==> config.mk <==
export PLATFORM = sky130hd
export DESIGN_NAME = seg_marquee
export DESIGN_NICKNAME = d
export VERILOG_FILES = /design/src/rtl/seg_pkg.sv /design/src/rtl/seg_tick_gen.sv /design/src/rtl/seg_marquee.sv
export SDC_FILE = /design/constraint.sdc
export NUM_CORES = 1
export LEC_CHECK = 0
export CELL_PAD_IN_SITES_DETAIL_PLACEMENT = 1
export CELL_PAD_IN_SITES_GLOBAL_PLACEMENT = 2
export CORE_AREA = 2 2 220 222
export CTS_BUF_LIST = sky130_fd_sc_hd__clkbuf_16
export DETAILED_ROUTE_END_ITERATION = 8
export DIE_AREA = 0 0 222 224
export HOLD_SLACK_MARGIN = 0.12
export PLACE_DENSITY_LB_ADDON = 0.05
export SYNTH_ARGS = -nofsm -noshare
export SYNTH_HDL_FRONTEND = slang
export SYNTH_SLANG_ARGS = --single-unit
==> constraint.sdc <==
create_clock -name clock -period 7.56 [get_ports clock]
set_clock_uncertainty 0.2 [all_clocks]
set_input_delay 1.512 -clock clock [delete_from_list [all_inputs] [get_ports clock]]
set_output_delay 1.512 -clock clock [all_outputs]
set_load 0.05 [all_outputs]
==> src/rtl/seg_pkg.sv <==
// seg_pkg: glyph codes and the glyph-to-segment decoder shared by the seg_marquee block
package seg_pkg;
  localparam logic [4:0] GLYPH_H     = 5'd16;
  localparam logic [4:0] GLYPH_L     = 5'd17;
  localparam logic [4:0] GLYPH_BLANK = 5'd18;
  localparam logic [6:0] SEG_BLANK   = 7'h7F;
  localparam logic [6:0] SEG_ROM [18] = '{
    7'h40, 7'h79, 7'h24, 7'h30, 7'h19, 7'h12, 7'h02, 7'h78, 7'h00,
    7'h10, 7'h08, 7'h03, 7'h46, 7'h21, 7'h06, 7'h0E, 7'h09, 7'h47
  };
  function automatic logic [6:0] glyph_to_seg(input logic [4:0] g);
    return g <= GLYPH_L ? SEG_ROM[g] : SEG_BLANK;
  endfunction
endpackage

==> src/rtl/seg_tick_gen.sv <==
// seg_tick_gen: free-running divider producing a one-cycle tick every TICK_DIV run cycles
module seg_tick_gen #(
  parameter int TICK_DIV = 1200000
) (
  input  logic clock,
  input  logic reset,
  input  logic run,
  output logic tick
);
  localparam int CW = TICK_DIV > 1 ? $clog2(TICK_DIV) : 1;
  localparam logic [CW-1:0] LAST = CW'(TICK_DIV - 1);
  logic [CW-1:0] r_cnt;
  assign tick = run & (r_cnt == LAST);
  always_ff @(posedge clock) begin
    if (reset) r_cnt <= '0;
    else if (run) r_cnt <= tick ? '0 : r_cnt + 1'b1;
  end
endmodule

==> src/rtl/seg_marquee.sv <==
// seg_marquee: scrolling seven-segment marquee with LED sweep; SEG_MARQUEE_BOUNCE_EN selects bounce over circular sweep
module seg_marquee import seg_pkg::*; #(
  parameter int DIGITS   = 4,
  parameter int LEDS     = 10,
  parameter int MSG_LEN  = 20,
  parameter int TICK_DIV = 1200000
) (
  input  logic                       clock,
  input  logic                       reset,
  input  logic                       enable,
  input  logic                       pause,
  input  logic                       dir,
  input  logic                       msg_wr,
  input  logic [$clog2(MSG_LEN)-1:0] msg_addr,
  input  logic [4:0]                 msg_data,
  output logic [DIGITS*7-1:0]        hex,
  output logic [LEDS-1:0]            ledr,
  output logic                       wrap
);
  localparam int AW = $clog2(MSG_LEN);
  localparam int PW = $clog2(LEDS);
  localparam logic [AW:0]   LEN_M  = (AW+1)'(MSG_LEN);
  localparam logic [AW-1:0] LAST_H = AW'(MSG_LEN - 1);
  localparam logic [PW-1:0] LAST_P = PW'(LEDS - 1);
  logic [4:0]          r_msg [MSG_LEN];
  logic [AW-1:0]       r_head;
  logic [PW-1:0]       r_pos;
  logic [LEDS-1:0]     r_ledr;
  logic [7*DIGITS-1:0] r_hex;
  logic                r_wrap;
  logic                w_clr, w_tick, w_adv;
  logic [PW-1:0]       w_pos_nx;
  logic [AW-1:0]       w_head_nx;
  logic [7*DIGITS-1:0] w_seg;
  // idle behaves like reset for everything except the message buffer
  assign w_clr = reset | ~enable;
  seg_tick_gen #(.TICK_DIV(TICK_DIV)) u_tick (
    .clock(clock),
    .reset(w_clr),
    .run  (enable & ~pause),
    .tick (w_tick)
  );
`ifdef SEG_MARQUEE_BOUNCE_EN
  logic r_up;
  assign w_pos_nx = r_up ? r_pos + 1'b1 : r_pos - 1'b1;
  assign w_adv    = w_tick & (w_pos_nx == LAST_P | w_pos_nx == '0);
  always_ff @(posedge clock) begin
    if (w_clr) r_up <= 1'b1;
    else if (w_tick) r_up <= w_pos_nx == LAST_P ? 1'b0 : w_pos_nx == '0 ? 1'b1 : r_up;
  end
`else
  assign w_pos_nx = r_pos == LAST_P ? '0 : r_pos + 1'b1;
  assign w_adv    = w_tick & (w_pos_nx == '0);
`endif
  assign w_head_nx = dir ? (r_head == '0 ? LAST_H : r_head - 1'b1)
                         : (r_head == LAST_H ? '0 : r_head + 1'b1);
  // head + offset never exceeds 2*MSG_LEN-2, so one conditional subtract wraps it
  for (genvar d = 0; d < DIGITS; d++) begin : g_dig
    logic [AW:0]   w_sum;
    logic [AW-1:0] w_idx;
    assign w_sum = {1'b0, r_head} + (AW+1)'(DIGITS - 1 - d);
    assign w_idx = AW'(w_sum >= LEN_M ? w_sum - LEN_M : w_sum);
    assign w_seg[7*d +: 7] = glyph_to_seg(r_msg[w_idx]);
  end
  always_ff @(posedge clock) begin
    if (w_clr) begin
      r_pos  <= '0;
      r_head <= '0;
      r_ledr <= '0;
      r_hex  <= {DIGITS{SEG_BLANK}};
      r_wrap <= 1'b0;
    end else begin
      r_ledr <= LEDS'(1) << r_pos;
      r_hex  <= w_seg;
      r_wrap <= w_adv & (w_head_nx == '0);
      if (w_tick) r_pos <= w_pos_nx;
      if (w_adv) r_head <= w_head_nx;
    end
  end
  always_ff @(posedge clock) begin
    if (reset) begin
      for (int k = 0; k < MSG_LEN; k++) r_msg[k] <= GLYPH_BLANK;
    end else if (msg_wr && {1'b0, msg_addr} < LEN_M) begin
      r_msg[msg_addr] <= msg_data;
    end
  end
  assign hex  = r_hex;
  assign ledr = r_ledr;
  assign wrap = r_wrap;
endmodule
==> results of run 1 <==
==> metrics by stage <==
| step | total power [uW] | setup slack [ps] |
|---|---|---|
| 2_1_floorplan | 1705 | 2316 |
| 3_3_place_gp | 1864 | 1561 |
| 3_5_place_dp | 1868 | 1593 |
| 4_1_cts | 3456 | 1551 |
| 5_1_grt | 3528 | 1110 |
| 6_report | 3412 | 1460 |
==> path summary, 6_finish.rpt <==
path	end	from	slack (ps)
worst max-delay path	hex[0]	r_head[2]	1460
worst min-delay path	u_tick.r_cnt[20]	u_tick.r_cnt[20]	300
worst max register to register	hex[0]	r_head[2]	1460
worst min register to register	u_tick.r_cnt[20]	u_tick.r_cnt[20]	300
==> power breakdown <==
part	total (uW)	switching, uW	leakage (uW)	internal, uW
Combinational	359	211	0.00387	147
Sequential	1480	73.5	0.00212	1410
Clock	1570	571	0.000540	998
Total	3410	856	0.00653	2560
==> worst max-delay path, stage by stage, from the launching register on <==
cell and delay [ps]:
dfxtp_1 470, ha_1 320, a21oi_1 590, xnor2_1 300
inv_1 140, ha_1 150, buf_4 200, a21boi_1 400
nor2_1 100, a21oi_1 540, buf_4 270, nand3_1 100
a311oi_1 300, a41oi_1 170, o21ai_1 580, inv_1 300
ha_1 310, or3_1 370, o311ai_1 80, nand2_1 80
==> registers in the layout, indices dropped and copies added, names as in the netlist <==
name,count
r_msg,160
hex,28
u_tick.r_cnt,21
ledr,10
r_head,5
r_pos,4
wrap,1
==> layout by cell type, fill, tap and decap left out, types with 10 or more instances in the layout <==
master	count
nand2b_1	34
edfxtp_1	160
xor2_1	19
nand3_1	45
o21ai_0	36
nor2_1	100
a211oi_1	24
nor2b_1	13
clkdlybuf4s50_1	54
nand2_1	116
o22ai_1	18
or3_1	29
inv_1	33
and3_1	11
a31oi_1	26
a21oi_1	68
clkbuf_16	29
mux2_2	35
dfxtp_1	67
mux2i_1	77
and2_1	68
or2_2	24
nor4_1	10
mux4_2	119
a21o_1	11
buf_4	42
a22oi_1	14
conb_1	60
ha_1	41
nor3_1	47
o211ai_1	15
==> final cells by class <==
cell class	count	area, sq um	area share, %
clock buffer	29	725.7	3.846
timing repair buffer	98	895.9	4.747
sequential	229	6191	32.81
inverter	35	131.4	0.6962
antenna	1	2.502	0.01326
tap	615	769.5	4.078
clock inverter	24	337.8	1.790
multi-input combinational	1204	9817	52.02
==> per-layer routing <==
metal	share of wire (%)	track usage, %
met5	0	0
met4	3.2	7.520
met3	5.3	3.673
met2	47	39.27
met1	44	30.40
==> cells by family (layout without fill, tap and decap cells) <==
logic type	Yosys count	count (layout)	synth area share [%]
DFF	229	229	37.57
AOI/OAI and AO/OA	293	293	12.38
and+or+nand+nor	544	544	17.17
other	1	61	0.02278
muxes	233	233	23.49
buffers and inverters	141	186	4.180
xor gates and xnor gates	32	32	1.999
adders and majority gates	42	42	3.192
==> summary.md, run 1 <==
| Metric | Value |
|---|---|
| Placed insts | `approximately 2,200` |
| PwrDens | `approximately 180 mW/mm^2` |
| Crit. End Element | `flop` |
| Skew-Pair Late Insertion Delay | `580 ps` |
| Status | `complete, no violations` |
| Post-DP Area | `~0.018 sq mm` |
| Ports | `between 50 and 60` |
| Cell count after synthesis | `about 1,500` |
| Synth warnings | `0` |
| # H-tree levels | `1` |
| Min Hold Slack | `around 300 ps` |
| Global-route wire length before repair | `roughly 87,000 microns` |
| F_max | `163.9 MHz` |
| Initial Utilization | `34.78%` |
| Final Critical Period | `6100 ps` |
| Worst Path Required | `a little under 8000 ps` |
| PostCTS Resize Cnt | `0` |
| Routability cong. | `approximately 0.87` |
| Critical path class | `reg -> reg` |
| Max clock buf depth | `3` |
| Post-synthesis sequential area ratio | `a little under two fifths` |
| Arr. time, crit path | `between 6000 and 7000 ps` |
| Post-Layout Cell Count | `about 2,200` |
| Chip Width | `222 microns` |
| GRT Total Usage | `between 20% and 30%` |
| Slew @ Worst Pin | `about 1000 ps` |
| Fillers | `between 5,000 and 6,000` |
| Final Cycle Share | `between 80% and 90%` |
| Core ar. | `roughly 0.047 sq mm` |
| Setup bufs post-CTS | `0` |
| Avg WL per Cell | `around 26 microns` |
| Synth top area share | `slightly below 30%` |
| Leak | `0.006528 uW` |
| Clock root buffer | `clkbuf_16` |
| Tightest Hold Check Type | `reg -> reg` |
| Synth cell types | `~100` |
| CP Max Fanout | `15` |
| Die Footprint | `approximately 0.05 sq mm` |
| Final ANT Viol Nets | `0` |
| Initial antenna violation count | `0` |
| CTS clk-pin slew, worst paths | `roughly 60 ps` |
| Clock Sink Count | `approximately 230` |
| Total CTS buffers | `29` |
| EDFF count, synth | `160` |
| R2R depth | `19` |
| Max-cap viol count | `0` |
| Layout cell share with drive strength beyond 1 | `19.39%` |
| Nets | `about 1,700` |
| Post-synth top flop | `edfxtp_1` |
| Final Util | `around two fifths` |
| HPWL Detailed | `~43,000 microns` |
| DR DRC count | `0` |
| Via count | `around 13,000` |
| Synth Cell Area | `~0.016 sq mm` |
| Mean Syn Cell Area | `roughly 11 sq um` |
| DIE HEIGHT | `224 microns` |
| Area Growth Syn to Fin | `14.61%` |
| Main area contributors after synthesis | `edfxtp_1, mux4_2, dfxtp_1` |
| Final slew viol count | `0` |
| Setup Viol. Count Final | `0` |
| CP Launch Type | `flop` |
| Drt total wl | `about 58,000 microns` |
| DRT iter0 DRCs | `977` |
| Final setup TNS | `0 ps` |
| Vias in the first global route | `approximately 13,000` |
| Final hold violation count | `0` |
| Commonest cells post-synth | `edfxtp_1, mux4_2, nand2_1` |
| Most common cell in the netlist | `edfxtp_1` |
| Drt first pass iters | `5` |
| Asr flop ratio synth | `0%` |
| Rows | `80` |
| Buffers on Ports | `54` |
| Routed vias/inst | `~5.7` |
| #FFs+latches synth | `approximately 230` |
| Final Instance Area | `between 0.015 and 0.02 sq mm` |
| Max VDD drop | `around 0.17 mV` |
| Synth area leader | `edfxtp_1` |
| Largest net degree at the start of global routing | `about 100` |
| Gr ovfl total | `0` |
| CTS tree | `done` |
| RSZ-0062 raised after global routing | `false` |
| Relative slew margins | `29.58%` |
| Min-Delay Path Depth | `2` |
| CTS Hold Bufs | `0` |
No activity file was read; power rests on OpenSTA's default activity.
==> run 2: changes to the inputs <==
==> constraint.sdc (replaced) <==
create_clock -name clock -period 5.6 [get_ports clock]
set_clock_uncertainty 0.2 [all_clocks]
set_input_delay 1.12 -clock clock [delete_from_list [all_inputs] [get_ports clock]]
set_output_delay 1.12 -clock clock [all_outputs]
set_load 0.05 [all_outputs]
==> run 2 against run 1 <==
Compared with the run above: power increased by 27%; via count increased by 0.44%; register-to-register slack got worse by 1100 ps.
==> summary.md, run 2 (synthesized netlist as in run 1, its figures left out) <==
| Metric | Value |
|---|---|
| Status | `complete, no violations` |
| Routed vias/inst | `5.745` |
| Final Critical Period | `approximately 5200 ps` |
| Final setup TNS | `0 ps` |
| Post-DP Area | `approximately 0.018 sq mm` |
| Routability cong. | `between 0.9 and 1` |
| CTS tree | `done` |
| F_max | `~190 MHz` |
| Worst Path Required | `slightly below 6000 ps` |
| Core ar. | `about 0.047 sq mm` |
| Drt first pass iters | `5` |
| Most common cell after layout, fill and taps aside | `edfxtp_1` |
| Max VDD drop | `around 0.21 mV` |
| Most frequent cells in the layout | `edfxtp_1, mux4_2, nand2_1` |
| Nets | `about 1,700` |
| Final Cycle Share | `93.49%` |
| Final Instance Area | `0.01884 sq mm` |
| Initial antenna violation count | `0` |
| Tightest Hold Check Type | `reg -> reg` |
| HPWL Detailed | `~44,000 microns` |
| CP Cell Sequence | `ha_1 > xor2_2 > inv_2 > ha_1 > buf_4 > or3_1 > nand2_2 > mux2i_1 > mux2_2 > nor2_1 > a41o_1 > or4_4 > nor3_4 > a21oi_1` |
| Drt total wl | `~58,000 microns` |
| N_diodes | `0` |
| GRT Total Usage | `23.18%` |
| Chip Width | `approximately 220 microns` |
| Rows | `80` |
| Gr ovfl total | `0` |
| Final hold violation count | `0` |
| Largest net degree at the start of global routing | `109` |
| RSZ-0062 raised after global routing | `false` |
| Min Hold Slack | `~300 ps` |
| Die Footprint | `approximately 0.050 sq mm` |
| Via count | `12,900` |
| DRT iter0 DRCs | `roughly 930` |
| Relative slew margins | `38.56%` |
| Layout cell share with drive strength beyond 1 | `about 20%` |
| Area Growth Syn to Fin | `14.45%` |
| Initial Utilization | `34.78%` |
| Buf/Inv on CP | `2` |
| Setup Viol. Count Final | `0` |
| Avg WL per Cell | `25.71 microns` |
| Met3 usage | `3.974%` |
| Final Util | `between 30 and 40%` |
| Number of flip-flops in the largest register | `160` |
| Largest stage delay on the critical path | `roughly 580 ps` |
| Clock Sink Count | `229` |
| Vias in the first global route | `about 13,000` |
| Total CTS buffers | `28` |
| Arr. time, crit path | `5450 ps` |
| Clock root buffer | `clkbuf_16` |
| Max clock buf depth | `3` |
| # H-tree levels | `1` |
| CP Launch Type | `flop` |
| CP Max Fanout | `15` |
| Global-route wire length before repair | `86,670 microns` |
| M1 GR Usage | `a little under a third` |
| CP top delay family | `simple AND/OR/NAND/NOR gates` |
| DIE HEIGHT | `between 200 and 250 microns` |
| Ports | `55` |
| Final slew viol count | `0` |
| Critical path class | `reg -> reg` |
| Max-cap viol count | `0` |
| CTS clk-pin slew, worst paths | `about 60 ps` |
| Slew @ Worst Pin | `between 900 and 1000 ps` |
| Crit. End Element | `flop` |
| Skew-Pair Late Insertion Delay | `~570 ps` |
| CP most frequent cell | `ha_1` |
| Biggest register | `r_msg` |
| PwrDens | `230.8 mW/mm^2` |
| Final ANT Viol Nets | `0` |
| DR DRC count | `0` |
| Buffers on Ports | `54` |
| GR peak layer | `met2` |
| Worst path slowest cell | `or4_4` |
| Leak | `0.006539 uW` |
| GR Util met2 | `roughly 39%` |
| Fillers | `about 5,200` |
[run 2: cell count changes in the layout (fill, tap and decap cells not counted), moves of 2 or more]
cell | previous run | this run
clkbuf_16 | 29 | 31
clkinv_2 | 6 | 4
inv_2 | 6 | 8
buf_4 | 42 | 55
bufinv_16 | 9 | 3
[run 2: final cells by class]
| class | instances | area, sq um | share of cell area (%) |
|---|---|---|---|
| well taps | 615 | 769.5 | 4.083 |
| multi-input cells | 1204 | 9821 | 52.11 |
| inverters | 35 | 131.4 | 0.6972 |
| clock buffers | 31 | 775.7 | 4.117 |
| repair buffers | 111 | 984.7 | 5.225 |
| flip-flops and latches | 229 | 6191 | 32.85 |
| clock inverters | 21 | 171.4 | 0.9096 |
[run 2: repair_timing]
item                                    in CTS  in global routing
setup buffers                                0                  0
hold buffers                                 0                  0
endpoints found under the setup margin       0                  3
resized for setup                            0                  2
[run 2: worst reg2reg max path, delay by kind of cell (launching register included)]
kind	cells	cell delay [ps]
AND/OR/NAND/NOR	5	1820
multiplexers	2	750
adder cells (fa/ha/maj)	2	740
AO/OA/AOI/OAI	2	470
flip-flops	1	390
XOR/XNOR	1	370
buffers and inverters	2	360
[run 2: worst paths after layout]
kind | startpoint | end | slack, ps | cells after the start
min | u_tick.r_cnt[20] | u_tick.r_cnt[20] | 300 | 2
max | r_head[0] | hex[16] | 360 | 14
max reg2reg | r_head[0] | hex[16] | 360 | 14
min reg2reg | u_tick.r_cnt[20] | u_tick.r_cnt[20] | 300 | 2
[run 2: metal layers]
| layer | share of wire, % | routed length, microns |
|---|---|---|
| met3 | 5.5 | 3150 |
| met2 | 48 | 27550 |
| met1 | 44 | 25500 |
| met5 | 0 | 0 |
| met4 | 2.7 | 1543 |
[run 2: power by group]
part | switching [uW] | internal [uW]
clock | 732 | 1120
sequential | 94.3 | 1900
combinational | 293 | 201
total | 1120 | 3230
[run 2: per-stage QoR]
stage	power, uW	worst slack [ps]	cells
2_1_floorplan	2302	355.6	1574
3_3_place_gp	2520	288.7	2194
3_5_place_dp	2524	296.2	2194
4_1_cts	4397	278.3	2246
5_1_grt	4504	119.7	2246
6_report	4350	364.8	2246
